--- src/rtl/coord_pkg.sv ---
// rtl/coord_pkg.sv - shared constants and state encoding for the coordinate scanner
package coord_pkg;

    localparam int CW_DEF = 8;

    typedef enum logic [1:0] {
        IDLE = 2'd0,
        SCAN = 2'd1,
        DONE = 2'd2
    } state_e;

    localparam logic DIR_FWD = 1'b0;
    localparam logic DIR_REV = 1'b1;

endpackage

--- src/rtl/coord_step.sv ---
// rtl/coord_step.sv - wrap-around signed +1/-1 step of one coordinate
module coord_step import coord_pkg::*; #(
    parameter int CW = CW_DEF
) (
    input  logic signed [CW-1:0] a_i,
    input  logic                 dir_i,
    output logic signed [CW-1:0] y_o
);

    assign y_o = (dir_i == DIR_REV) ? a_i - CW'(1) : a_i + CW'(1);

endmodule

--- src/rtl/coord_scanner.sv ---
// rtl/coord_scanner.sv - raster walker over a BLK_W x BLK_H sample block
// Optional serpentine order when COORD_SNAKE_SCAN_EN is defined.
module coord_scanner import coord_pkg::*; #(
    parameter int CW    = CW_DEF,
    parameter int BLK_W = 4,
    parameter int BLK_H = 4
) (
    input  logic                 clk,
    input  logic                 rst_n,
    input  logic                 start,
    input  logic                 dir,
    input  logic signed [CW-1:0] x0,
    input  logic signed [CW-1:0] y0,
    input  logic                 out_ready,
    output logic                 out_valid,
    output logic signed [CW-1:0] x_out,
    output logic signed [CW-1:0] y_out,
    output logic                 out_last,
    output logic                 busy,
    output logic                 done
);

    localparam int XW = $clog2(BLK_W);
    localparam int YW = $clog2(BLK_H);
    localparam logic [XW-1:0] COL_END = XW'(BLK_W - 1);
    localparam logic [YW-1:0] ROW_END = YW'(BLK_H - 1);

    state_e                 state_q, state_d;
    logic                   dir_q, dir_d;
    logic signed [CW-1:0]   x_q, x_d, y_q, y_d;
    logic signed [CW-1:0]   x_nxt, y_nxt;
    logic [XW-1:0]          col_q, col_d;
    logic [YW-1:0]          row_q, row_d;
    logic                   x_dir;
    logic                   at_row_end, at_last;

`ifdef COORD_SNAKE_SCAN_EN
    // Odd rows run X against the scan direction, so X never reloads.
    assign x_dir = dir_q ^ row_q[0];
`else
    logic signed [CW-1:0]   xs_q, xs_d;
    assign x_dir = dir_q;
`endif

    coord_step #(.CW(CW)) u_step_x (.a_i(x_q), .dir_i(x_dir), .y_o(x_nxt));
    coord_step #(.CW(CW)) u_step_y (.a_i(y_q), .dir_i(dir_q), .y_o(y_nxt));

    assign at_row_end = (col_q == COL_END);
    assign at_last    = at_row_end && (row_q == ROW_END);

    always_ff @(posedge clk or negedge rst_n) begin
        if (!rst_n) begin
            state_q <= IDLE;
            dir_q   <= DIR_FWD;
            x_q     <= '0;
            y_q     <= '0;
            col_q   <= '0;
            row_q   <= '0;
`ifndef COORD_SNAKE_SCAN_EN
            xs_q    <= '0;
`endif
        end else begin
            state_q <= state_d;
            dir_q   <= dir_d;
            x_q     <= x_d;
            y_q     <= y_d;
            col_q   <= col_d;
            row_q   <= row_d;
`ifndef COORD_SNAKE_SCAN_EN
            xs_q    <= xs_d;
`endif
        end
    end

    always_comb begin
        state_d = state_q;
        dir_d   = dir_q;
        x_d     = x_q;
        y_d     = y_q;
        col_d   = col_q;
        row_d   = row_q;
`ifndef COORD_SNAKE_SCAN_EN
        xs_d    = xs_q;
`endif
        case (state_q)
            IDLE: begin
                if (start) begin
                    state_d = SCAN;
                    dir_d   = dir;
                    col_d   = '0;
                    row_d   = '0;
                    // Reverse scans begin at the far corner of the block.
                    if (dir == DIR_REV) begin
                        x_d = x0 + CW'(BLK_W - 1);
                        y_d = y0 + CW'(BLK_H - 1);
                    end else begin
                        x_d = x0;
                        y_d = y0;
                    end
`ifndef COORD_SNAKE_SCAN_EN
                    xs_d = x_d;
`endif
                end
            end
            SCAN: begin
                if (out_ready) begin
                    if (at_row_end) begin
                        col_d = '0;
                        y_d   = y_nxt;
`ifndef COORD_SNAKE_SCAN_EN
                        x_d   = xs_q;
`endif
                        if (at_last) begin
                            state_d = DONE;
                            row_d   = '0;
                        end else begin
                            row_d = row_q + YW'(1);
                        end
                    end else begin
                        col_d = col_q + XW'(1);
                        x_d   = x_nxt;
                    end
                end
            end
            DONE:    state_d = IDLE;
            default: state_d = IDLE;
        endcase
    end

    assign out_valid = (state_q == SCAN);
    assign out_last  = (state_q == SCAN) && at_last;
    assign busy      = (state_q != IDLE);
    assign done      = (state_q == DONE);
    assign x_out     = x_q;
    assign y_out     = y_q;

endmodule
--- config.mk ---
export PLATFORM = sky130hd
export DESIGN_NAME = coord_scanner
export DESIGN_NICKNAME = d
export VERILOG_FILES = /design/src/rtl/coord_pkg.sv /design/src/rtl/coord_step.sv /design/src/rtl/coord_scanner.sv
export SDC_FILE = /design/constraint.sdc
export NUM_CORES = 1
export LEC_CHECK = 0
export ABC_AREA = 1
export CORE_MARGIN = 3
export CORE_UTILIZATION = 25
export CTS_CLUSTER_SIZE = 16
export DETAILED_ROUTE_END_ITERATION = 10
export SETUP_SLACK_MARGIN = 0.02
export SYNTH_ARGS = -nofsm -noshare
export SYNTH_HDL_FRONTEND = slang
export SYNTH_HIERARCHICAL = 1
export SYNTH_SLANG_ARGS = --single-unit
--- constraint.sdc ---
create_clock -name clk -period 5 [get_ports clk]
set_input_delay 0.75 -clock clk [delete_from_list [all_inputs] [get_ports clk]]
set_output_delay 0.75 -clock clk [all_outputs]
set_load 0.05 [all_outputs]
Word-level counts from Yosys, hierarchy flattened. Cells that the tools add are included.

Register bits: 31. Input bits: 21. Word-level logic and storage cells: 57.

Add/subtract/negate cells: 8. Eq/ne operators: 8. Muxes and demuxes: 25. Reductions and logical operators: 9.

Operators by type and width (count): $mux W8 (10); $pmux W8 S2 (2); $mux W2 (10); $add A8 B2 Y8 const B (2); $add A8 B3 Y8 const B (2); $sub A8 B2 Y8 const B (2); $pmux W2 S2 (3); $reduce_and A4 Y1 (2); $eq A2 B2 Y1 const B (3); $add A2 B1 Y2 const B (2); $ne A2 B1 Y1 const B (2); $ne A2 B2 Y1 const B (2); $reduce_bool A2 Y1 (2); $reduce_and A3 Y1 (1); $eq A2 B1 Y1 const B (1); $logic_and A1 B1 Y1 (2); $logic_not A2 Y1 (1); $reduce_and A2 Y1 (1).

Logic depth before layout (Yosys ltp). Gate-level depths: netlist (run 1).

Word-level depth: 6. Gate-level depth with buffers: 14. Depth with buffers taken out: 14.

Hierarchy. Netlist (run 1), hierarchy kept.

Modules (own cells, without submodules): coord_scanner (instances 1, cells each 266, area each 1871.8 µm², seq. area each 775.7 µm²); coord_step (instances 2, cells each 59, area each 350.3 µm², seq. area each 0.0 µm²).

Worst setup path before layout (run 1). OpenSTA, ideal clock, no wires.

Path kind: flip-flop to flip-flop. Start: reg x_q[0], in the netlist x_out[0]. End: reg x_q[6], in the netlist x_out[6]. Arrival: 2.107 ns. Data required time: 4.882 ns. Path slack: 2.775 ns. Cell stages (with the launch flop): 14. Path buffers: 0. Cells stage by stage: dfrtp_1 -> inv_1 -> fa_1 -> inv_1 -> nand2_1 -> nand2_1 -> nand3_1 -> nand3_1 -> nand2_1 -> or2_2 -> o21ai_0 -> a21oi_1 -> nand2_1 -> nand2_1.

Cells in the longest elaborated chain, start to end: 5.

RTL lines: start: declaration (RTL line coord_scanner.sv:30) `logic signed [CW-1:0] x_q, x_d, y_q, y_d;`; start signal: assignment (RTL line coord_scanner.sv:55) `x_q <= '0;`; start signal: assignment (RTL line coord_scanner.sv:65) `x_q <= x_d;`; $add A8 B2 Y8 or $sub A8 B2 Y8 (tied branches) (RTL line coord_step.sv:10) `assign y_o = (dir_i == DIR_REV) ? a_i - CW'(1) : a_i + CW'(1);`; $mux W8 (*) (RTL line coord_step.sv:10); named net x_nxt[6] (RTL line coord_scanner.sv:31) `logic signed [CW-1:0] x_nxt, y_nxt;`; $mux W8 (*) (RTL line coord_scanner.sv:107) `if (at_row_end) begin`; $mux W8 (*) (RTL line coord_scanner.sv:106) `if (out_ready) begin`; $pmux W8 S2 (*) (RTL line coord_scanner.sv:85) `case (state_q)`.

Mark *: on every way through the listed nets, which the timed path passes. The rest lies on a longest branch. The select of a mux whose other input is x is not followed. A chain may end at the register's enable or synchronous reset.

Final worst setup path (run 1).
Start: reg state_q[1]. End: out out_valid.

Cells in the longest elaborated chain, start to end: 1.

RTL lines: start: declaration (RTL line coord_scanner.sv:28) `state_e state_q, state_d;`; start signal: assignment (RTL line coord_scanner.sv:63) `state_q <= state_d;`; $eq A2 B1 Y1 (RTL line coord_scanner.sv:130) `assign out_valid = (state_q == SCAN);`; end: declaration (RTL line coord_scanner.sv:15) `output logic out_valid,`.

Every way passes these cells.

==> results of run 1 <==
area by class of cell:
cell class                      instances  area [um2]  area share [%]
Timing Repair Buffer                   41         408            12.8
Inverter                               52         195            6.11
Tap cell                              133         166            5.21
Sequential cell                        31         776            24.3
Multi-Input combinational cell        294        1550            48.5
Clock buffer                            8         100            3.13
path summary, 6_finish.rpt:
path	startpoint	endpoint	slack [ns]	cells after the start
worst max-delay path	state_q[1]$_DFFE_PN0P_	out_valid	1.87	4
worst min-delay path	col_q[1]$_DFFE_PN0P_	col_q[1]$_DFFE_PN0P_	0.50	2
worst max register to register	dir_q$_DFFE_PN0P_	x_out[6]$_DFFE_PN0P_	2.54	13
worst min register to register	col_q[1]$_DFFE_PN0P_	col_q[1]$_DFFE_PN0P_	0.50	2
max in group asynchronous	rst_n	y_out[6]$_DFFE_PN0P_	3.84	2
min in group asynchronous	rst_n	x_out[7]$_DFFE_PN0P_	0.86	2
sequential cells by signal, indices dropped and copies added (netlist names):
name and flops:
state_q 2, row_q 2, xs_q 8, col_q 2
x_out 8, y_out 8, dir_q 1
metrics by stage:
step | power [mW] | instance area, um2 | util (%) | hold WS, ns | setup WS, ns
after floorplan | 1.83 | 2570 | - | 0.444 | 2.78
after global placement | 2.21 | 3090 | 31.2 | 0.473 | 2.20
after detailed placement | 2.22 | 3090 | 31.2 | 0.478 | 2.18
after CTS | 2.46 | 3190 | 32.2 | 0.494 | 1.86
after global routing | 2.70 | 3190 | 32.2 | 0.539 | 1.71
final | 2.44 | 3190 | 32.2 | 0.497 | 1.87
synthesized netlist by cell type (all sizes together):
cell    count
a21oi      11
nand3b      5
nand2     139
a31oi       2
nand4       2
clkinv      3
fa          2
dfrtp      31
o21bai      2
o211ai      3
o21a        1
nand3      31
o21ai      23
inv        49
nor2       39
buf         7
o22ai       1
or2         7
ha         16
xnor2      10
critical path, stage by stage (launching register included):
cell             delay [ns]
dfrtp_1                0.40
inv_1                  0.09
nand2_2                0.31
inv_1                  0.43
clkdlybuf4s50_1        0.88
placed cells by master (no fill, tap or decap), types with 3 or more instances in the layout:
cell type,instances
a21oi_1,11
clkbuf_8,7
clkdlybuf4s50_1,40
clkinv_1,3
dfrtp_1,31
ha_1,16
inv_1,46
inv_2,3
nand2_1,132
nand2_2,7
nand3_1,28
nand3_2,3
nand3b_1,5
nor2_1,34
nor2_2,4
o211ai_1,3
o21ai_0,22
or2_2,3
xnor2_1,8
power breakdown:
part	internal [mW]	leakage [nW]	switching, mW	total [mW]
clock network	0.126	0.0515	0.0909	0.216
logic	0.659	1.20	1.06	1.72
registers	0.375	0.378	0.128	0.503
total	1.16	1.63	1.28	2.44
cell families after synthesis:
family / after synthesis
AOI/OAI and AO/OA: 43
xor gates and xnor gates: 10
adders and majority gates: 18
buffers and inverters: 59
DFF: 31
and+or+nand+nor: 223
per-layer routing:
metal	track usage, %	up-vias	wire length (um)
li1	-	1291	-
met2	17.1	45	2640
met3	1.86	4	238
met5	0	-	0
met4	3.25	0	70
met1	16.1	1029	3140
==> impl_metrics.toml, run 1 <==
[status]
status = "complete, no violations"

[route]
drtIter0Drc = 161
num_vias = 2369
drc = 0
drt_pass1_iterations = 4
antenna_left = 0
viasPerCell = 4.24
totalWireLength_um = 6090
avgRoutedWirePerCell_um = 10.9

[power]
p_per_area_nw_per_um2 = 763
power_leakage_nw = 1.63
peakVddDrop_v = 0.000254

[yosys]
yosysUniqueCellTypes = 31
synth.avg_cell_area_um2 = 6.70
synth_fa_ha_area_share_pct = 9.34
ys_seq_elements = 31
synth.area.top_cells = "dfrtp_1 (30%), nand2_1 (19%), ha_1 (7.8%)"
synth-compound-area-share_pct = 9.10
synth_top_area_share_pct = 30.2
syn-num-nets = 423
synthXorXnorAreaFrac_pct = 3.99
synth_top_family_by_area = "simple AND/OR/NAND/NOR gates"
synth.area.mux_share_pct = 0
ys_seq_area_share_pct = 30.2
syn_inst = 384
syn-cell-area_um2 = 2570
synth_area_leader_cell = "dfrtp_1"
yosysWarnings = 6
synthSimpleGateAreaFrac_pct = 37.8

[sta]
finalSetupViolations = 0
rsz0062_at_grt = "no"
max_freq_ghz = 0.319
min_period_ns = 3.13
hold_viol = 0
skew_ns = 0.00267
tightest_slew_ns = 0.747
final.setup.tns_ns = 0
min_period_over_period_pct = 62.7
slew_headroom_pct = 50.2
slew_violations = 0

[placement]
place_inst = 551
place_congestion = 0.806
io_buffers = 40
hpwl_um = 4750

[clock_network]
clockBufferDepth = 2
clock_sinks = 31
h-tree-depth = 2
path_clk_slew_ns = 0.06
postCtsSetupBuffers = 0
clockRootBuffer = "clkbuf_8"
cts_resized = 0
hold_buffers = 0
worstSkewPairLatency_ns = 0.27
numCtsBuffers = 5
cts_tree = "done"

[global_route]
antenna_found_initial = 0
grt_overflow = 0
grt_pass1_wl_um = 10500
grtUsageTotal_pct = 11.2
grt_start_max_net_pins = 32
grt_pass1_vias = 2238

[setup_path]
startpoint_type = "flop"
critical_path_class = "flop to output port"
crit_required_ns = 4.25
cp_max_fo = 27
critPathCaptureType = "output port"
crit_arrival_ns = 2.38

[floorplan]
ios = 41
core_area_um2 = 9910
dieArea_um2 = 11500
die-width_um = 107
num_rows = 36
die_y_um = 107
initial_core_util_pct = 26.0

[finish]
final_nets = 464
antennaDiodeCount = 0
drive_gt1_share_pct = 7.75
final_cells = 559
fillers = 1090
syn_to_final_growth_pct = 24.2

[hold_path]
worst_hold_path_type = "flop to flop"

[run]
maxCapViolations = 0
Power figures use the tool's default switching activity.
==> run 2, diff against run 1 <==
==> constraint.sdc (replaced) <==
create_clock -name clk -period 3.1 [get_ports clk]
set_input_delay 0.465 -clock clk [delete_from_list [all_inputs] [get_ports clk]]
set_output_delay 0.465 -clock clk [all_outputs]
set_load 0.05 [all_outputs]
==> run 2 against run 1 <==
  * Worst hold slack barely moved
  * Largest cell class unchanged
  * Critical path depth unchanged
  * Register-to-register slack got worse by 1.6 ns
  * Cell count up 0.36%
  * Clock skew grew 0.0054 ns
  * Wire length up 0.20%
  * Global-route usage is 0.12 points lower
  * Count of clock-buffer cells in the layout down 2
  * Total power is 61% higher
  * Die area stayed put
==> impl_metrics.toml, run 2 (synthesized netlist as in run 1, its figures left out) <==
[floorplan]
core_area_um2 = 9910
die_y_um = 107
num_rows = 36
dieArea_um2 = 11500
die-width_um = 107
ios = 41
initial_core_util_pct = 26.0

[global_route]
grt_pass1_vias = 2227
grt_pass1_wl_um = 10400
antenna_found_initial = 0
grt_overflow = 0
grtUsageTotal_pct = 11.0
grt_start_max_net_pins = 32

[sta]
hold_ws_ns = 0.497
finalSetupViolations = 0
min_period_ns = 2.60
slew_headroom_pct = 65.6
rsz0062_at_grt = "no"
final.setup.tns_ns = 0
tightest_slew_ns = 0.514
setup_ws_ns = 0.496
min_period_over_period_pct = 84.0
max_freq_ghz = 0.384
skew_ns = 0.00810
hold_viol = 0
slew_violations = 0

[route]
drc = 0
antenna_left = 0
drtIter0Drc = 130
drt_pass1_iterations = 4
num_vias = 2401
avgRoutedWirePerCell_um = 10.9
viasPerCell = 4.28
totalWireLength_um = 6100

[power]
fin_total_pwr_mw = 3.92
p_per_area_nw_per_um2 = 1230
power_leakage_nw = 1.63
peakVddDrop_v = 0.000374

[setup_path]
slowest_stage = "clkdlybuf4s50_1"
critical_path_class = "flop to output port"
crit_buf_inv = 3
critPathCaptureType = "output port"
startpoint_type = "flop"
cp_common_cell = "inv_1"
crit_arrival_ns = 2.14
critPathMaxStageDelay_ns = 0.88
critPathTopFamily = "buffers and inverters"
crit_required_ns = 2.63
cp_max_fo = 14
path_cells = "inv_1, nand2_2, inv_1, clkdlybuf4s50_1"

[clock_network]
clockRootBuffer = "clkbuf_8"
clockBufferDepth = 2
clock_sinks = 31
cts_tree = "done"
numCtsBuffers = 5
hold_buffers = 0
h-tree-depth = 2
worstSkewPairLatency_ns = 0.29
postCtsSetupBuffers = 0
cts_resized = 0
path_clk_slew_ns = 0.07

[placement]
dp_slack_ns = 0.799
io_buffers = 40
place_congestion = 0.843
hpwl_um = 4850

[finish]
final_nets = 466
final_common_cell = "nand2_1"
drive_gt1_share_pct = 8.18
syn_to_final_growth_pct = 24.2
antennaDiodeCount = 0
most-common-layout-cells = "nand2_1 (132), inv_1 (46), clkdlybuf4s50_1 (40)"

[status]
status = "complete, no violations"

[run]
maxCapViolations = 0

[hold_path]
worst_hold_path_type = "flop to flop"
==> run 2: changes by cell type in the layout (fill, tap and decap cells not counted) <==
| cell | change |
|---|---|
| clkinvlp_4 | +1 |
| clkinv_2 | +1 |
| buf_4 | +2 |
| clkbuf_8 | -2 |
==> run 2: per-stage QoR <==
step                util [%]  cells  area, um2
finish                  32.2    561       3190
floorplan                  -    384       2570
detailed placement      31.4    553       3110
global placement        31.4    553       3110
CTS                     32.2    561       3190
global route            32.2    561       3190
==> run 2: path summary, 6_finish.rpt <==
path | start | end | slack [ns] | cells after the start
setup / recovery | state_q[1]$_DFFE_PN0P_ | out_valid | 0.50 | 4
hold / removal | col_q[1]$_DFFE_PN0P_ | col_q[1]$_DFFE_PN0P_ | 0.50 | 2
setup reg to reg | dir_q$_DFFE_PN0P_ | x_out[6]$_DFFE_PN0P_ | 0.97 | 13
hold reg to reg | col_q[1]$_DFFE_PN0P_ | col_q[1]$_DFFE_PN0P_ | 0.50 | 2
max in group asynchronous | rst_n | dir_q$_DFFE_PN0P_ | 2.24 | 2
min in group asynchronous | rst_n | xs_q[7]$_DFFE_PN0P_ | 0.57 | 2
==> run 2: metal layers <==
metal	vias up	global-route usage, %	share of wire (%)
met4	0	3.52	1.4
met2	44	17.5	45
met3	6	1.80	3.4
met5	-	0	0
met1	1057	15.3	50
li1	1294	-	-
==> run 2: layout make-up <==
cell class / instances / area (um2)
well taps: 133 / 166
inverters: 52 / 195
fillers: 1093 / 6720
flip-flops and latches: 31 / 776
repair buffers: 43 / 423
clock buffers: 6 / 72.6
multi-input cells: 294 / 1550
clock inverters: 2 / 12.5
==> run 2: worst min-delay path: cells and delay by family (launching register included) <==
| kind | cells | cell delay, ns |
|---|---|---|
| flip-flops | 1 | 0.35 |
| AND/OR/NAND/NOR | 1 | 0.05 |
| AO/OA/AOI/OAI | 1 | 0.07 |
==> run 2: where the power goes <==
part	leakage (nW)	internal, mW	switching (mW)
clock network	0.0412	0.157	0.154
logic	1.21	1.08	1.74
registers	0.378	0.606	0.181
total	1.63	1.84	2.08
==> run 3, diff against run 2 <==
==> constraint.sdc (replaced) <==
create_clock -name clk -period 2.3 [get_ports clk]
set_input_delay 0.345 -clock clk [delete_from_list [all_inputs] [get_ports clk]]
set_output_delay 0.345 -clock clk [all_outputs]
set_load 0.05 [all_outputs]
==> run 3 against run 2 <==
  * Cell count up 0.53%
  * Design area up 2.0%
  * Count of clock-buffer cells in the layout unchanged
  * Global-route usage increased by 0.61 points
  * Critical path type unchanged
==> impl_metrics.toml, run 3 (synthesized netlist as in run 1, its figures left out) <==
[global_route]
grt_use_met1_pct = 16.2
antenna_found_initial = 0
grt_pass1_vias = 2344
grtUsageTotal_pct = 11.6
grt_start_max_net_pins = 32
busiest_layer = "met2"
grt_overflow = 0
met3_usage_pct = 1.92
grt_pass1_wl_um = 11100
grt_use_met2_pct = 18.7

[sta]
slew_violations = 0
slew_headroom_pct = 64.8
tightest_slew_ns = 0.526
min_period_ns = 2.07
hold_ws_ns = 0.448
min_period_over_period_pct = 90.0
finalSetupViolations = 0
final.setup.tns_ns = 0
skew_ns = 0.00870
setup_ws_ns = 0.231
max_freq_ghz = 0.483
hold_viol = 0
rsz0062_at_grt = "no"

[power]
p_sw_share_pct = 51.2
fin_total_pwr_mw = 5.47
p_clk_share_pct = 10.2
pwr-share-comb_pct = 70.6
share_seq_of_total_power_pct = 19.1
power_leakage_nw = 1.67
peakVddDrop_v = 0.000430
p_int_mw = 2.67
p_sw_mw = 2.80
p_per_area_nw_per_um2 = 1680

[setup_path]
cp_max_fo = 5
reg2reg_slack_ns = 0.28
critPathCaptureType = "output port"
startpoint_type = "flop"
crit_arrival_ns = 1.72
ff2ff_path_depth = 13
critical_path_class = "flop to output port"
crit_required_ns = 1.96

[route]
viasPerCell = 4.32
num_vias = 2434
drtIter0Drc = 157
drc = 0
totalWireLength_um = 6160
drt_pass1_iterations = 4
avgRoutedWirePerCell_um = 10.9
antenna_left = 0

[hold_path]
worst_hold_path_type = "input pin to asynchronous set/reset pin"

[finish]
syn_to_final_growth_pct = 26.6
most-common-layout-cells = "nand2_1 (132), inv_1 (46), clkdlybuf4s50_1 (38)"
final_cells = 564
final_common_cell = "nand2_1"
fillers = 1082
final_nets = 469
drive_gt1_share_pct = 9.51
antennaDiodeCount = 0

[placement]
dp_slack_ns = 0.291
place_inst = 554
place_congestion = 0.779
hpwl_um = 4910
io_buffers = 40

[run]
maxCapViolations = 0

[floorplan]
core_area_um2 = 9910
initial_core_util_pct = 26.0
num_rows = 36
die_y_um = 107
dieArea_um2 = 11500
die-width_um = 107
ios = 41

[clock_network]
cts_tree = "done"
numCtsBuffers = 5
clock_sinks = 31
h-tree-depth = 2
clockBufferDepth = 2
worstSkewPairLatency_ns = 0.29
clockRootBuffer = "clkbuf_8"
hold_buffers = 0
path_clk_slew_ns = 0.07

[status]
status = "complete, no violations"
[run 3: changes by cell type in the layout (fill, tap and decap cells not counted)]
| cell | previous run | this run |
|---|---|---|
| clkinvlp_4 | 1 | 0 |
| clkbuf_8 | 5 | 6 |
| buf_12 | 0 | 1 |
| buf_4 | 3 | 7 |
| bufinv_16 | 0 | 1 |
| clkdlybuf4s50_1 | 40 | 38 |
| clkbuf_1 | 1 | 0 |
[run 3: final timing paths]
path                                        start                    to
setup / recovery           state_q[0]$_DFFE_PN0P_                  busy
hold / removal                              rst_n   xs_q[7]$_DFFE_PN0P_
setup reg to reg                dir_q$_DFFE_PN0P_  x_out[6]$_DFFE_PN0P_
hold reg to reg               xs_q[2]$_DFFE_PN0P_   xs_q[2]$_DFFE_PN0P_
max in group asynchronous                   rst_n  row_q[0]$_DFFE_PN0P_
min in group clk              xs_q[2]$_DFFE_PN0P_   xs_q[2]$_DFFE_PN0P_
[run 3: per-stage QoR]
| step | util [%] | area (um2) |
|---|---|---|
| 2_1_floorplan | - | 2570 |
| 3_3_place_gp | 31.5 | 3120 |
| 3_5_place_dp | 31.5 | 3120 |
| 4_1_cts | 32.7 | 3240 |
| 5_1_grt | 32.9 | 3260 |
| 6_report | 32.9 | 3260 |
[run 3: critical path, cell delays in order (launching register included)]
cell and delay [ns]:
dfrtp_1 0.42, nor2_1 0.08, inv_1 0.12, clkdlybuf4s50_1 0.82
[run 3: cell type report]
type	instances	area, um2	share of cell area [%]
repair buffers	46	453	13.9
multi-input cells	294	1550	47.6
inverters	52	195	5.99
clock inverters	2	35.0	1.08
clock buffers	6	82.6	2.54
well taps	133	166	5.11
flip-flops and latches	31	776	23.8
[run 3: what timing repair did]
item                                    4_1_cts  5_1_grt
gates resized for setup                       0        0
buffers inserted                              0        2
endpoints found under the setup margin        0        1
[run 3: power groups by stage]
stage	logic (mW)	clock network (mW)	registers (mW)
after CTS	3.87	0.569	1.05
after floorplan	2.46	0	1.52
after global routing	4.38	0.601	1.09
final	3.87	0.560	1.05
after global placement	3.81	0	1.05
after detailed placement	3.84	0	1.06
[run 3: metal layers]
metal | up-vias | wire length, um
li1 | 1302 | -
met1 | 1088 | 3150
met2 | 38 | 2710
met3 | 6 | 214
met4 | 0 | 76
met5 | - | 0
==> RTL edit 1 (settings of run 3) <==
`BLK_H`: 4 -> 8.
--- a/src/rtl/coord_scanner.sv
+++ b/src/rtl/coord_scanner.sv
@@ -3,7 +3,7 @@
 module coord_scanner import coord_pkg::*; #(
     parameter int CW    = CW_DEF,
     parameter int BLK_W = 4,
-    parameter int BLK_H = 4
+    parameter int BLK_H = 8
 ) (
     input  logic                 clk,
     input  logic                 rst_n,
Formal check against the unedited RTL: not equivalent (Yosys sat finds a counterexample within 4 cycles, from zero or initial values and one cycle with rst_n low).
==> RTL edit 1 against run 3 <==
Power down 3.0%. Utilization fell by 0.081 points. Wire length up 5.9%. Critical path depth did not move. Setup slack got worse by 14 ps. Hold slack improved by 1.0 ps. Combinational power shrank 1%. Sequential cell count up 1. Area after synthesis is 2.7% higher. Clock power is 26% lower. Design area up 1.1%. Clock skew about the same. Maximum frequency decreased by 0.65%. Register-to-register slack improved by 160 ps. Critical path type unchanged. Largest cell class unchanged. Largest power group unchanged. Highest routed layer unchanged.
==> RTL edit 1: results (changes against run 3) <==
- ANT cells: 0 (unchanged)
- Top cells by count, synth: nand2_1 (148), inv_1 (48), nor2_1 (33)
- Routability cong.: 0.797 (+2.3%)
- Slew @ Worst Pin: 683 ps (+158 ps)
- Setup Skew: 8.65 ps (-0.0578 ps)
- Initial drt markers: 185 (+18%)
- H-tree levels: 2 (unchanged)
- Buffers on Ports: 40 (unchanged)
- WL per Instance: 11.3 um (+3.7%)
- Fraction of layout cells with a size suffix above 1: 8.35% (-1.2 points)
- Leading area contributor after synthesis: dfrtp_1
- First-pass GRT wire length: 11.0 mm (-0.87%)
- Outcome: complete, no violations
- Filler instances: 1079 (-0.28%)
- NumNets Final: 483 (+3.0%)
- Via density: 4.33 (+0.25%)
- Synth Flop Type: dfrtp_1
- Post-DP HPWL: 5.20 mm (+6.1%)
- Vias in the first global route: 2442 (+4.2%)
- Area growth, synth to finish: 24.6%
- Worst Path Max Fanout: 6 (+1)
- Cell leakage power: 1.70 nW (+1.6%)
- RR Startpoint: dir_q
- Cts bufs inserted: 5 (unchanged)
- CTS clk-pin slew, worst paths: 70 ps (about the same)
- Sequential area share after synthesis: 30.3% (+0.15 points)
- Initial antenna violation count: 0 (unchanged)
- Worst Path Arrival: 1740 ps (+20 ps)
- DRT Pass-1 Iters: 5 (+1)
- Total GRT Usage: 11.5% (-0.17 points)
- Top cells by area, synth: dfrtp_1 (30%), nand2_1 (21%), ha_1 (8.0%)
- Yosys cell types: 31 (unchanged)
- Synthesized Nets: 439 (+3.8%)
- Post-DP Area: 3220 um^2 (+2.9%)
- Largest net degree at the start of global routing: 33 (+3.1%)
- Peak VDD IR: 0.538 mV (+25%)
- Clock latency on the worst-skew pair: 290 ps (about the same)
- CP peak stage delay: 820 ps (about the same)
- Async SR Flop Fraction: 100% (unchanged)
- Post CTS Setup Buffer Count: 0 (unchanged)
RTL edit 1: logic make-up after synthesis:
kind of cell    after synthesis  synth area share (%)
xor+xnor                      9                  3.55
buf+inv                      62                  9.75
flops                        32                  30.3
fa+ha+maj                    19                  9.56
compound gates               41                  8.38
simple gates                236                  38.4
RTL edit 1: area by class of cell:
cell class              count  share of cell area [%]
inverters                  53                    6.04
clock inverters             1                   0.152
repair buffers             46                    14.1
flip-flops and latches     32                    24.3
clock buffers               6                    2.20
multi-input cells         305                    48.1
well taps                 133                    5.05
RTL edit 1: final timing paths:
check	slack [ps]	cells past startpoint	end
min reg2reg	490	2	xs_q[1]
max in group asynchronous	1550	2	row_q[1]
min in group clk	490	2	xs_q[1]
max reg2reg	440	11	x_out[7]
min	450	2	x_out[7]
max	220	3	busy
RTL edit 1: per-stage QoR:
stage          std cells  hold slack, ps  worst slack, ps
2_1_floorplan        399            49.4              314
3_3_place_gp         569             468              407
3_5_place_dp         569             478              345
4_1_cts              576             470              206
5_1_grt              576             500              140
6_report             576             449              217
RTL edit 1: power by group:
part / switching [mW] / internal, mW / total [mW]
Combinational: 2.36 / 1.46 / 3.82
Clock: 0.210 / 0.206 / 0.416
Sequential: 0.235 / 0.837 / 1.07
RTL edit 1: layer usage:
metal,track usage (%),share of wire (%),up-vias,wire (um)
met1,15.6,49,1110,3170
met2,18.8,47,40,3050
li1,-,-,1336,-
met4,4.15,1.5,0,96
met3,1.36,3.1,6,202
met5,0,0,-,0
RTL edit 1: worst max-delay path: cells and delay by family, from the launching register on:
family	cells	cell delay [ps]
DFF	1	430
and+or+nand+nor	1	90
buffers and inverters	2	930
==> RTL edit 2 (config.mk and constraints of run 3) <==
Without the edit above. The 3 states of `state_e` get a one-hot encoding in 3 bits.
--- a/src/rtl/coord_pkg.sv
+++ b/src/rtl/coord_pkg.sv
@@ -3,10 +3,10 @@
 
     localparam int CW_DEF = 8;
 
-    typedef enum logic [1:0] {
-        IDLE = 2'd0,
-        SCAN = 2'd1,
-        DONE = 2'd2
+    typedef enum logic [2:0] {
+        IDLE = 3'b001,
+        SCAN = 3'b010,
+        DONE = 3'b100
     } state_e;
 
     localparam logic DIR_FWD = 1'b0;
Check against the original RTL: same outputs for any inputs over 10 cycles, from zero or initial values and one cycle with rst_n low; not proved beyond that.
==> RTL edit 2 against run 3 <==
Area after synthesis is 6.5% higher. First-iteration DRC count is 27% lower. Largest cell class unchanged. Largest power group unchanged. Setup slack worse by 97 ps. Power is 0.86% lower. Design area is 4.8% higher. Sequential cell count is 1 higher. Wire length is 14% higher.
==> RTL edit 2: results (changes against run 3) <==
- Outcome: complete, no violations
- Met2 Use GR: 18.8% (+0.093 points)
- XOR/XNOR Fraction of Synth Area: 3.75% (-0.24 points)
- Buffering overhead: 13.6% (-0.35 points)
- Non-Filler Instances: 580 (+2.8%)
- Grt met1 use: 16.6% (+0.39 points)
- NumNets Final: 482 (+2.8%)
- Clock Power: 549 uW (-2%)
- Combinational power: 3.80 mW (-2%)
- Multi-input gate count: 304 (+3.4%)
- Post-Place Setup Slack: 339 ps (+47.7 ps)
- Setup Skew: 10.3 ps (+1.60 ps)
- Seq/total area: 23.5% (-0.33 points)
- WL per Instance: 12.1 um (+11%)
- Via density: 4.47 (+3.6%)
- Peak VDD IR: 0.578 mV (+34%)
- Pint: 2.58 mW (-3.3%)
- Cell leakage power: 1.77 nW (+6.0%)
- First-pass GRT wire length: 12.1 mm (+9.1%)
- Logic pwr share: 70.0% (-0.6 points)
- Fraction of layout cells with a size suffix above 1: 12.6% (+3.1 points)
- Filler instances: 1095 (+1.2%)
- Mean Syn Cell Area: 6.86 um^2 (+2.5%)
- Largest net degree at the start of global routing: 33 (+3.1%)
- Synth Area in Adders: 8.77% (-0.57 points)
- Post-DP Area: 3300 um^2 (+5.6%)
- Slew @ Worst Pin: 502 ps (-24.1 ps)
- Sequential area share after synthesis: 29.3% (-0.87 points)
- Compound-gate portion of the synthesized area: 9.50% (+0.41 points)
- Share of the synthesized area in the top cell type: 28.3% (-1.8 points)
- Signal inverters: 53 (+1.9%)
- Wl on met1: 3.58 mm (+13%)
- Total GRT Usage: 11.8% (+0.19 points)
- Final-layout clock-cell area share: 3.26% (-0.35 points)
- Synthesized Nets: 438 (+3.5%)
- Metal3 WL: 267 um (+25%)
- Worst Path Max Fanout: 6 (+1)
- Area growth, synth to finish: 24.7%
- Met2 wire length: 3.15 mm (+16%)
- Met3 GRT Util: 2.46% (+0.54 points)
- Vias in the first global route: 2485 (+6.0%)
==> RTL edit 2: worst reg2reg max path: cells and delay by family (launching register included) <==
family | cells | cell delay (ps)
AOI/OAI and AO/OA | 1 | 170
adders and majority gates | 1 | 360
buffers and inverters | 2 | 210
DFF | 1 | 380
and+or+nand+nor | 7 | 730
==> RTL edit 2: worst paths after layout <==
| check | cells after the start | end | startpoint | slack [ps] |
|---|---|---|---|---|
| setup / recovery | 3 | busy | state_q[1] | 130 |
| hold / removal | 2 | x_out[0] | rst_n | 470 |
| setup reg to reg | 11 | y_out[7] | dir_q | 330 |
| hold reg to reg | 2 | xs_q[2] | xs_q[2] | 490 |
| max in group asynchronous | 2 | state_q[0] | rst_n | 1480 |
| min in group clk | 2 | xs_q[2] | xs_q[2] | 490 |
==> RTL edit 2: timing repair <==
item                       CTS  global route
setup buffers                0             0
setup endpoints to repair    0             1
resized for setup            0             1
